**src/rtl/paddle_controller.sv**
```systemverilog
// paddle_controller: turns one player's raw up/down buttons into the 8-bit
// paddle top position used by the ball engine for collision.
//
// Pipeline per button: 2-FF synchroniser -> stable-count debouncer.
// A free-running divider produces a step pulse every STEP_DIV cycles.
// On each step, the motion FSM (IDLE/UP/DOWN) moves the paddle by the
// current speed and clamps it to [MIN_X, MAX_X-PADDLE_HEIGHT]. Holding one
// direction for ACCEL_STEPS steps raises the speed, up to MAX_SPEED.
//
// Optional feature, macro PADDLE_AUTO_EN: adds auto_mode/ball_x. In auto mode
// the paddle tracks the ball at speed 1 and the buttons are ignored.
//
// Ports:
//   clock      in   system clock
//   reset      in   synchronous, active-low reset
//   btn_up     in   raw async up button (decreases paddle_x)
//   btn_down   in   raw async down button (increases paddle_x)
//   auto_mode  in   (PADDLE_AUTO_EN only) track ball_x instead of buttons
//   ball_x     in   (PADDLE_AUTO_EN only) [7:0] ball vertical position
//   paddle_x   out  [7:0] paddle top position
//   at_limit   out  high while paddle_x is at either end of its range
module paddle_controller #(
  parameter int MIN_X           = 0,
  parameter int MAX_X           = 239,
  parameter int PADDLE_HEIGHT   = 40,
  parameter int START_X         = 100,
  parameter int DEBOUNCE_CYCLES = 16,
  parameter int STEP_DIV        = 4,
  parameter int ACCEL_STEPS     = 8,
  parameter int MAX_SPEED       = 3
) (
  input  logic       clock,
  input  logic       reset,
  input  logic       btn_up,
  input  logic       btn_down,
`ifdef PADDLE_AUTO_EN
  input  logic       auto_mode,
  input  logic [7:0] ball_x,
`endif
  output logic [7:0] paddle_x,
  output logic       at_limit
);

  localparam int MAX_POS = MAX_X - PADDLE_HEIGHT;
  localparam int DBW     = $clog2(DEBOUNCE_CYCLES + 1);
  localparam int STW     = (STEP_DIV > 1) ? $clog2(STEP_DIV) : 1;
  localparam int HW      = $clog2(ACCEL_STEPS + 1);
  localparam int SPW     = $clog2(MAX_SPEED + 1);

  typedef enum logic [1:0] {
    IDLE,
    UP,
    DOWN
  } state_e;

  // Synchronisers
  logic           up_meta_q, up_sync_q, dn_meta_q, dn_sync_q;
  // Debouncers
  logic           up_db_q, up_db_d, dn_db_q, dn_db_d;
  logic [DBW-1:0] up_cnt_q, up_cnt_d, dn_cnt_q, dn_cnt_d;
  // Step divider
  logic [STW-1:0] step_cnt_q, step_cnt_d;
  logic           step_tick;
  // Motion
  state_e         state_q, state_d, req;
  logic [SPW-1:0] speed_q, speed_d;
  logic [HW-1:0]  hold_q, hold_d;
  logic [7:0]     pos_q, pos_d;
  logic           lim_q, lim_d;
  int             nxt;
`ifdef PADDLE_AUTO_EN
  logic           auto_q;
  int             tgt;
`endif

  // Debounce: counter only runs while the synced level disagrees with the
  // accepted level; reaching the threshold accepts the new level.
  always_comb begin
    up_db_d  = up_db_q;
    up_cnt_d = '0;
    if (up_sync_q != up_db_q) begin
      if (int'(up_cnt_q) + 1 >= DEBOUNCE_CYCLES) up_db_d = up_sync_q;
      else up_cnt_d = up_cnt_q + DBW'(1);
    end
    dn_db_d  = dn_db_q;
    dn_cnt_d = '0;
    if (dn_sync_q != dn_db_q) begin
      if (int'(dn_cnt_q) + 1 >= DEBOUNCE_CYCLES) dn_db_d = dn_sync_q;
      else dn_cnt_d = dn_cnt_q + DBW'(1);
    end
  end

  always_comb begin
    step_tick  = (int'(step_cnt_q) == STEP_DIV - 1);
    step_cnt_d = step_tick ? '0 : step_cnt_q + STW'(1);
  end

  always_comb begin
    speed_d = speed_q;
    hold_d  = hold_q;
    pos_d   = pos_q;
    nxt     = int'(pos_q);
    case ({up_db_q, dn_db_q})
      2'b10:   req = UP;
      2'b01:   req = DOWN;
      default: req = IDLE;
    endcase
`ifdef PADDLE_AUTO_EN
    tgt = int'(ball_x) + 5 - PADDLE_HEIGHT / 2;
    if (tgt < MIN_X) tgt = MIN_X;
    if (tgt > MAX_POS) tgt = MAX_POS;
    if (auto_mode) begin
      if (int'(pos_q) > tgt) req = UP;
      else if (int'(pos_q) < tgt) req = DOWN;
      else req = IDLE;
    end else if (auto_q) begin
      req = IDLE;
    end
`endif
    state_d = req;

    // A direction change restarts acceleration before any move this edge,
    // so a coincident step already uses speed 1.
    if (req != state_q) begin
      speed_d = SPW'(1);
      hold_d  = '0;
    end

    if (step_tick && req != IDLE) begin
      if (req == UP) begin
        nxt = int'(pos_q) - int'(speed_d);
        if (nxt < MIN_X) nxt = MIN_X;
      end else begin
        nxt = int'(pos_q) + int'(speed_d);
        if (nxt > MAX_POS) nxt = MAX_POS;
      end
      pos_d = 8'(nxt);
      if (int'(hold_d) + 1 >= ACCEL_STEPS) begin
        hold_d = '0;
        if (int'(speed_d) < MAX_SPEED) speed_d = speed_d + SPW'(1);
      end else begin
        hold_d = hold_d + HW'(1);
      end
    end

`ifdef PADDLE_AUTO_EN
    if (auto_mode || auto_q) begin
      speed_d = SPW'(1);
      hold_d  = '0;
    end
`endif
    lim_d = (int'(pos_d) == MIN_X) || (int'(pos_d) == MAX_POS);
  end

  always_ff @(posedge clock) begin
    if (!reset) begin
      up_meta_q  <= 1'b0;
      up_sync_q  <= 1'b0;
      dn_meta_q  <= 1'b0;
      dn_sync_q  <= 1'b0;
      up_db_q    <= 1'b0;
      dn_db_q    <= 1'b0;
      up_cnt_q   <= '0;
      dn_cnt_q   <= '0;
      step_cnt_q <= '0;
      state_q    <= IDLE;
      speed_q    <= SPW'(1);
      hold_q     <= '0;
      pos_q      <= 8'(START_X);
      lim_q      <= (START_X == MIN_X) || (START_X == MAX_POS);
`ifdef PADDLE_AUTO_EN
      auto_q     <= 1'b0;
`endif
    end else begin
      up_meta_q  <= btn_up;
      up_sync_q  <= up_meta_q;
      dn_meta_q  <= btn_down;
      dn_sync_q  <= dn_meta_q;
      up_db_q    <= up_db_d;
      dn_db_q    <= dn_db_d;
      up_cnt_q   <= up_cnt_d;
      dn_cnt_q   <= dn_cnt_d;
      step_cnt_q <= step_cnt_d;
      state_q    <= state_d;
      speed_q    <= speed_d;
      hold_q     <= hold_d;
      pos_q      <= pos_d;
      lim_q      <= lim_d;
`ifdef PADDLE_AUTO_EN
      auto_q     <= auto_mode;
`endif
    end
  end

  assign paddle_x = pos_q;
  assign at_limit = lim_q;

endmodule
```
**config.mk**
```make
export PLATFORM = sky130hd
export DESIGN_NAME = paddle_controller
export DESIGN_NICKNAME = d
export VERILOG_FILES = /design/src/rtl/paddle_controller.sv
export SDC_FILE = /design/constraint.sdc
export NUM_CORES = 1
export LEC_CHECK = 0
export ABC_AREA = 1
export CAP_MARGIN = 10
export CORE_MARGIN = 8
export CORE_UTILIZATION = 52
export DETAILED_ROUTE_END_ITERATION = 10
export PLACE_DENSITY = 0.78
export SYNTH_ARGS = -nofsm -noshare
export SYNTH_HDL_FRONTEND = slang
export SYNTH_SLANG_ARGS = --single-unit
```
**constraint.sdc**
```tcl
create_clock -name clock -period 2.8 [get_ports clock]
set_input_delay 0.84 -clock clock [delete_from_list [all_inputs] [get_ports clock]]
set_output_delay 0.84 -clock clock [all_outputs]
set_load 0.03 [all_outputs]
```
**Word-level counts from Yosys, hierarchy flattened**

Cells that the tools add are included.

- Bits in registers: 35
- Latch bits: 0
- Bits in writable memories: 0
- ROM bits: 0
- Input port bits: 4
- Output and inout bits: 9
- Word-level logic and storage cells: 62
- Memories kept: 0

- Add/sub/neg operators: 10
- Multipliers: 0
- Div/mod/pow operators: 0
- $lt $le $gt $ge: 6
- Eq/ne operators: 8
- Shift-type cells: 0
- Mux-type cells: 12
- Bitwise operators: 3
- Reduce and logical (&&, ||, !) cells: 9

Operators by type and width:

| operator | count |
|---|---|
| $mux 8 | 4 |
| $add 5x1->6 const B | 2 |
| $ge 6x5->1 const B | 2 |
| $mux 4 | 3 |
| $add 5x1->5 const B | 2 |
| $add 8x2->9 | 1 |
| $gt 9x8->1 const B | 1 |
| $lt 9x1->1 const B | 1 |
| $sub 8x2->9 | 1 |
| $eq 8x7->1 const B | 1 |
| $logic_not 8->1 | 1 |
| $mux 2 | 4 |
| $eq 2x1->1 const B | 3 |
| $reduce_or 3->1 | 2 |
| $add 4x1->5 const B | 1 |
| $ge 5x4->1 const B | 1 |
| $add 2x1->2 const B | 2 |
| $add 4x1->4 const B | 1 |
| $pmux 2 s2 | 1 |
| $reduce_and 2->1 | 2 |
| $not 1->1 | 3 |
| $eq 2x2->1 const B | 1 |
| $lt 2x2->1 const B | 1 |
| $ne 1x1->1 | 2 |
| 5 further kinds | 5 |

**Longest topological paths before layout**

Gate-level depths: netlist of run 1.

- Depth in word-level cells: 11
- Gate-level depth with buffers: 25
- Gate-level depth less buffers: 25

**Worst setup path after synthesis of run 1**

No wires, ideal clock.

- Path type: reg-to-reg
- Start point: register dn_db_q
- End point: register lim_q (netlist: at_limit)
- Setup time: 110 ps
- Arrival time: 2582 ps
- Required time: 2690 ps
- Setup slack: 109 ps
- Cell stages (with the launch flop): 25
- Path buffers: 0
- Clock period less this slack: 2691 ps
- Path through: dfxtp_1 > inv_1 > ha_1 > xnor2_1 > nand2_1 > nor2_1 > inv_1 > ha_1 > fa_1 > nand2_1 > inv_2 > nand3_1 > nand2_1 > nor2_1 > nand2_1 > nand2_1 > nand2_2 > inv_1 > nand2_1 > nand2_1 > o21ai_2 > inv_1 > nand2_1 > inv_1 > nor2_2

- Word-level cells in the longest chain between the ends: 11
- Elaborated cells between the ends (all ways): 19
- Classes of those cells: 2 x add/sub; 2 x order compare; 5 x eq/ne; 6 x mux; 4 x reduce/logical

Ends and longest elaborated chain:

| element | RTL line | RTL |
|---|---|---|
| from (decl) | 59 | `logic up_db_q, up_db_d, dn_db_q, dn_db_d;` |
| from (signal assigned) | 180 | `dn_db_q <= dn_db_d;` |
| $eq 2x1->1 or $eq 2x2->1 (tied branches) | 103 | `case ({up_db_q, dn_db_q})` |
| $pmux 2 s2 (*) | 103 |  |
| net req[0] | 65 | `state_e state_q, state_d, req;` |
| $ne 2x2->1 | 124 | `if (req != state_q) begin` |
| $mux 2 | 124 |  |
| $add 8x2->9 or $sub 8x2->9 (tied branches) | 134, 131 |  |
| $gt 9x8->1 or $lt 9x1->1 (tied branches) | 135, 132 |  |
| $mux 8, on equally long branches | 135, 132 |  |
| $mux 8 | 130 | `if (req == UP) begin` |
| $mux 8 (*) | 129 | `if (step_tick && req != IDLE) begin` |
| $eq 8x7->1 or $logic_not 8->1 (tied branches) | 152 | `lim_d = (int'(pos_d) == MIN_X) \|\| (int'(pos_d) == MAX_POS);` |
| $logic_or 1x1->1 (*) | 152 |  |
| to (signal assigned) | 170 | `lim_q <= (START_X == MIN_X) \|\| (START_X == MAX_POS);` |
| to (signal assigned) | 188 | `lim_q <= lim_d;` |
| to (decl) | 69 | `logic lim_q, lim_d;` |

The timed path passes the listed nets; every way through them passes the cells marked *.
A chain may end at the register's enable or synchronous reset.

**Worst setup path after layout of run 1**

Same ends and word-level chain as after synthesis.

==> flow_results.xml, run 1 <==
<?xml version="1.0" encoding="UTF-8"?>
<metrics>
  <group name="cts">
    <metric name="clock_sink_count" unit="">35</metric>
    <metric name="postCtsHoldBufs" unit="">0</metric>
    <metric name="tritoncts_clock_tree" unit="">built</metric>
    <metric name="numCtsBuffers" unit="">5</metric>
    <metric name="cts_max_level" unit="">2</metric>
    <metric name="clock_tree.root_cell" unit="">sky130_fd_sc_hd__clkbuf_8</metric>
    <metric name="clk_path_buf_depth" unit="">2</metric>
    <metric name="clk_pin_slew" unit="ns">0.07</metric>
    <metric name="worst_skew_pair.late_latency" unit="ns">0.30</metric>
  </group>
  <group name="timing">
    <metric name="grt_setup_unrepaired" unit="">yes</metric>
    <metric name="min_period_over_period" unit="%">98.63</metric>
    <metric name="post-route-min-period" unit="ns">2.762</metric>
    <metric name="slew_limit_fails" unit="">0</metric>
    <metric name="peak_clock_frequency_supported_by_timing" unit="GHz">0.3621</metric>
    <metric name="fin_worst_skew" unit="ns">0.005801</metric>
    <metric name="finalHoldViolations" unit="">0</metric>
    <metric name="number_of_endpoints_failing_setup_at_the_final_stage" unit="">0</metric>
    <metric name="worst_hold_slack" unit="ns">0.4184</metric>
  </group>
  <group name="worst_setup_path">
    <metric name="cp_slowest_stage_delay" unit="ns">0.37</metric>
    <metric name="crit-reg2reg-launch" unit="">dn_db_q$_SDFFE_PN0P_</metric>
    <metric name="worstSetupEndpointType" unit="">flop</metric>
    <metric name="cp.required" unit="ns">3.00</metric>
    <metric name="critical_path_buf_inv_count" unit="">4</metric>
    <metric name="path_class" unit="">reg -&gt; reg</metric>
    <metric name="timing.critical_path.max_delay_family" unit="">simple AND/OR/NAND/NOR gates</metric>
    <metric name="worstPathArrival" unit="ns">2.96</metric>
    <metric name="regToRegEndpoint" unit="">at_limit$_SDFF_PN0_</metric>
    <metric name="critical_path.cell_chain" unit="">inv_2 &gt; ha_4 &gt; xnor2_2 &gt; nand2_2 &gt; nor2_2 &gt; inv_2 &gt; ha_4 &gt; fa_2 &gt; nand2_4 &gt; inv_4 &gt; nand3_2 &gt; nand2_2 &gt; nor2_1 &gt; nand2_1 &gt; nand2_1 &gt; nand2_2 &gt; inv_2 &gt; nand3_2 &gt; a21oi_2 &gt; nor2_1 &gt; nand2_1 &gt; nor2_2</metric>
    <metric name="worst_path_max_delay_cell" unit="">sky130_fd_sc_hd__fa_2</metric>
    <metric name="critical_path.max_fanout" unit="">5</metric>
    <metric name="worstRegToRegCells" unit="">22</metric>
    <metric name="regToRegSetupSlack" unit="ns">0.04</metric>
    <metric name="critical_path_startpoint_category" unit="">flop</metric>
  </group>
  <group name="die">
    <metric name="design.die.area" unit="mm²">0.005955</metric>
    <metric name="height_of_the_die" unit="µm">77.17</metric>
    <metric name="core-area" unit="mm²">0.003633</metric>
    <metric name="fp-row-count" unit="">22</metric>
    <metric name="die_width" unit="µm">77.17</metric>
    <metric name="ioPinCount" unit="">13</metric>
    <metric name="initial_utilization" unit="%">53.55</metric>
  </group>
  <group name="min_path">
    <metric name="worstHoldPathType" unit="">reg -&gt; reg</metric>
    <metric name="holdPathEnd" unit="">dn_sync_q$_SDFF_PN0_</metric>
    <metric name="timing.hold.worst_path_depth" unit="">2</metric>
    <metric name="hold_path.startpoint" unit="">dn_meta_q$_SDFF_PN0_</metric>
  </group>
  <group name="final_layout">
    <metric name="num_antenna_cells" unit="">0</metric>
    <metric name="final_core_util" unit="%">69.35</metric>
    <metric name="layout_cell_share_with_drive_strength_beyond_1" unit="%">26.10</metric>
    <metric name="finish.net_count" unit="">334</metric>
    <metric name="flow.area_growth_from_synthesis" unit="%">29.52</metric>
  </group>
  <group name="logic_synthesis">
    <metric name="synth_seq_cells" unit="">35</metric>
    <metric name="synth.cell_area" unit="mm²">0.001946</metric>
    <metric name="avgSynthCellArea" unit="µm²">7.075</metric>
    <metric name="synth.distinct_cells" unit="">31</metric>
    <metric name="synth-seq-area-share" unit="%">36.01</metric>
    <metric name="ys_warn_count" unit="">0</metric>
    <metric name="netlist_instances" unit="">275</metric>
  </group>
  <group name="detailed_routing">
    <metric name="wl_per_cell" unit="µm">11.89</metric>
    <metric name="drc_violations_left" unit="">0</metric>
    <metric name="drt_first_iter_violations" unit="">141</metric>
    <metric name="dr.pass1.iters" unit="">4</metric>
    <metric name="avgViaCountPerCell" unit="">4.956</metric>
    <metric name="drt_wl_total" unit="mm">4.353</metric>
    <metric name="antenna_left" unit="">0</metric>
    <metric name="number_of_vias_after_detailed_routing" unit="">1814</metric>
  </group>
  <group name="grt">
    <metric name="grt.met3_usage" unit="%">4.545</metric>
    <metric name="grt_usage" unit="%">14.88</metric>
    <metric name="maximum_number_of_pins_on_one_net_before_global_route_repair" unit="">14</metric>
    <metric name="grt_most_used_layer" unit="">met2</metric>
    <metric name="grt_overflow_total" unit="">0</metric>
    <metric name="met2_usage" unit="%">24.35</metric>
    <metric name="grt_pass1_vias" unit="">1688</metric>
    <metric name="number_of_antenna_violations_at_the_first_check_in_global_routing" unit="">0</metric>
    <metric name="met1_global_route_usage" unit="%">17.85</metric>
    <metric name="grt_first_pass_wirelength" unit="mm">7.369</metric>
  </group>
  <group name="power">
    <metric name="power.total" unit="W">0.001030</metric>
    <metric name="power.static_leakage" unit="nW">1.173</metric>
    <metric name="power.density" unit="mW/mm²">408.9</metric>
    <metric name="vdd_drop_max" unit="µV">381.1</metric>
  </group>
  <group name="placement">
    <metric name="gp_congestion" unit="">0.9476</metric>
    <metric name="input_output_buffers" unit="">12</metric>
    <metric name="dpl_hpwl" unit="mm">3.032</metric>
  </group>
  <group name="status">
    <metric name="result_of_the_run" unit="">complete, no violations</metric>
  </group>
  <group name="job">
    <metric name="timing.max_cap.violations" unit="">0</metric>
  </group>
</metrics>
==> layout by cell type (no fill, tap or decap), types with 2 or more instances in the layout <==
cell                              instances
sky130_fd_sc_hd__nand2_1                 56
sky130_fd_sc_hd__nor2_1                  35
sky130_fd_sc_hd__dfxtp_1                 33
sky130_fd_sc_hd__inv_1                   31
sky130_fd_sc_hd__buf_4                   27
sky130_fd_sc_hd__nand3_1                 18
sky130_fd_sc_hd__clkdlybuf4s50_1         12
sky130_fd_sc_hd__nand2_2                 11
sky130_fd_sc_hd__a21oi_1                  9
sky130_fd_sc_hd__xor2_1                   9
sky130_fd_sc_hd__o21ai_0                  8
sky130_fd_sc_hd__ha_1                     7
sky130_fd_sc_hd__nor2_4                   5
sky130_fd_sc_hd__inv_2                    5
sky130_fd_sc_hd__clkbuf_8                 5
sky130_fd_sc_hd__nor2_2                   4
sky130_fd_sc_hd__a21oi_2                  4
sky130_fd_sc_hd__o21ai_1                  4
sky130_fd_sc_hd__xnor2_2                  2
sky130_fd_sc_hd__xnor2_1                  2
sky130_fd_sc_hd__nand3_2                  2
sky130_fd_sc_hd__o21ai_2                  2
sky130_fd_sc_hd__or2_2                    2
sky130_fd_sc_hd__nor3_1                   2
sky130_fd_sc_hd__nor3b_1                  2
sky130_fd_sc_hd__fa_2                     2
sky130_fd_sc_hd__ha_2                     2
sky130_fd_sc_hd__ha_4                     2
sky130_fd_sc_hd__clkinvlp_4               2
sky130_fd_sc_hd__conb_1                   2
==> worst max-delay path by stage <==
stage / from / to / cells after the start
floorplan: dn_db_q$_SDFFE_PN0P_ / at_limit$_SDFF_PN0_ / 24
global placement: up_db_q$_SDFFE_PN0P_ / at_limit$_SDFF_PN0_ / 22
detailed placement: dn_db_q$_SDFFE_PN0P_ / at_limit$_SDFF_PN0_ / 22
CTS: dn_db_q$_SDFFE_PN0P_ / at_limit$_SDFF_PN0_ / 22
global route: up_db_q$_SDFFE_PN0P_ / at_limit$_SDFF_PN0_ / 24
finish: dn_db_q$_SDFFE_PN0P_ / at_limit$_SDFF_PN0_ / 22
==> layout make-up <==
type | instances | area (µm²)
tap | 48 | 60.06
fill | 300 | 1114
sequential | 35 | 705.7
clock inverter | 3 | 23.77
inverter | 39 | 150.1
timing repair buffer | 39 | 322.8
clock buffer | 5 | 68.82
multi-input combinational | 197 | 1189
==> worst min-delay path, stage by stage (launching register included) <==
cell                      delay, ns
sky130_fd_sc_hd__dfxtp_1       0.31
sky130_fd_sc_hd__nand2_1       0.05
sky130_fd_sc_hd__inv_1         0.04
==> Yosys cell counts <==
cell / instances / area share, %
sky130_fd_sc_hd__a211oi_1: 1 / 0.39
sky130_fd_sc_hd__a21oi_1: 12 / 3.1
sky130_fd_sc_hd__a21oi_2: 1 / 0.45
sky130_fd_sc_hd__and3_1: 1 / 0.32
sky130_fd_sc_hd__buf_2: 2 / 0.51
sky130_fd_sc_hd__buf_6: 1 / 0.58
sky130_fd_sc_hd__clkbuf_1: 2 / 0.39
sky130_fd_sc_hd__clkinv_1: 1 / 0.19
sky130_fd_sc_hd__clkinv_2: 1 / 0.26
sky130_fd_sc_hd__conb_1: 1 / 0.19
sky130_fd_sc_hd__dfxtp_1: 35 / 36
sky130_fd_sc_hd__fa_1: 2 / 2.1
sky130_fd_sc_hd__ha_1: 11 / 7.1
sky130_fd_sc_hd__inv_1: 35 / 6.8
sky130_fd_sc_hd__inv_2: 2 / 0.39
sky130_fd_sc_hd__nand2_1: 61 / 12
sky130_fd_sc_hd__nand2_2: 7 / 2.3
sky130_fd_sc_hd__nand3_1: 20 / 5.1
sky130_fd_sc_hd__nor2_1: 38 / 7.3
sky130_fd_sc_hd__nor2_2: 5 / 1.6
sky130_fd_sc_hd__nor2_4: 1 / 0.58
sky130_fd_sc_hd__nor3_1: 2 / 0.51
sky130_fd_sc_hd__nor3b_1: 2 / 0.77
sky130_fd_sc_hd__o21ai_0: 10 / 2.6
sky130_fd_sc_hd__o21ai_1: 2 / 0.51
sky130_fd_sc_hd__o21ai_2: 2 / 0.90
sky130_fd_sc_hd__o311ai_1: 1 / 0.45
sky130_fd_sc_hd__o32ai_1: 1 / 0.45
sky130_fd_sc_hd__or2_2: 2 / 0.64
sky130_fd_sc_hd__xnor2_1: 4 / 1.8
sky130_fd_sc_hd__xor2_1: 9 / 4.1
==> sequential cells by signal, indices dropped and copies added (netlist names) <==
name        flops
speed_q         2
up_db_q         1
dn_cnt_q        5
state_q         2
dn_sync_q       1
hold_q          4
at_limit        1
up_sync_q       1
up_meta_q       1
paddle_x        8
dn_meta_q       1
dn_db_q         1
up_cnt_q        5
step_cnt_q      2
==> power breakdown <==
group	total, W	internal, W	switching, W
Clock	0.000383	0.000178	0.000205
Combinational	0.000125	0.0000601	0.0000651
Sequential	0.000522	0.000512	0.0000106
==> kinds of logic after synthesis <==
kind of cell | Yosys count | share of synthesized area [%]
buffers and inverters | 44 | 9.068
AOI/OAI and AO/OA | 30 | 8.811
DFF | 35 | 36.01
adders and majority gates | 13 | 9.132
and+or+nand+nor | 139 | 30.93
other | 1 | 0.1927
xor gates and xnor gates | 13 | 5.852
==> per-stage QoR <==
step | instances | TNS, ns | worst slack [ns] | cell area (µm²)
final | 366 | 0 | 0.03840 | 2520
after global routing | 366 | -0.4436 | -0.1299 | 2520
after CTS | 364 | 0 | 0.002979 | 2406
after detailed placement | 348 | -0.4203 | -0.1970 | 2228
after global placement | 348 | -0.08216 | -0.08216 | 2228
after floorplan | 276 | 0 | 0.1087 | 1949
==> layer usage <==
layer  up-vias  wire (µm)
met2        59       1955
met5         -          0
met3        11        329
met1       805       1951
met4         0        116
li1        939          -
==> repair_timing <==
action,in CTS,in global routing
cloned,0,0
setup buffers,8,3
gates resized for setup,11,27
endpoints found under the setup margin,7,12
pin swaps,8,13
Power figures use the tool's default switching activity.
==> run 2: changes to the inputs <==
--- a/config.mk
+++ b/config.mk
@@ -6,11 +6,12 @@
 export NUM_CORES = 1
 export LEC_CHECK = 0
 export ABC_AREA = 1
-export CAP_MARGIN = 10
+export CAP_MARGIN = 20
 export CORE_MARGIN = 8
 export CORE_UTILIZATION = 52
 export DETAILED_ROUTE_END_ITERATION = 10
 export PLACE_DENSITY = 0.78
+export SLEW_MARGIN = 0
 export SYNTH_ARGS = -nofsm -noshare
 export SYNTH_HDL_FRONTEND = slang
 export SYNTH_SLANG_ARGS = --single-unit
==> results of run 2 <==
The final DEF is identical to that of run 1; final timing and power are the same.
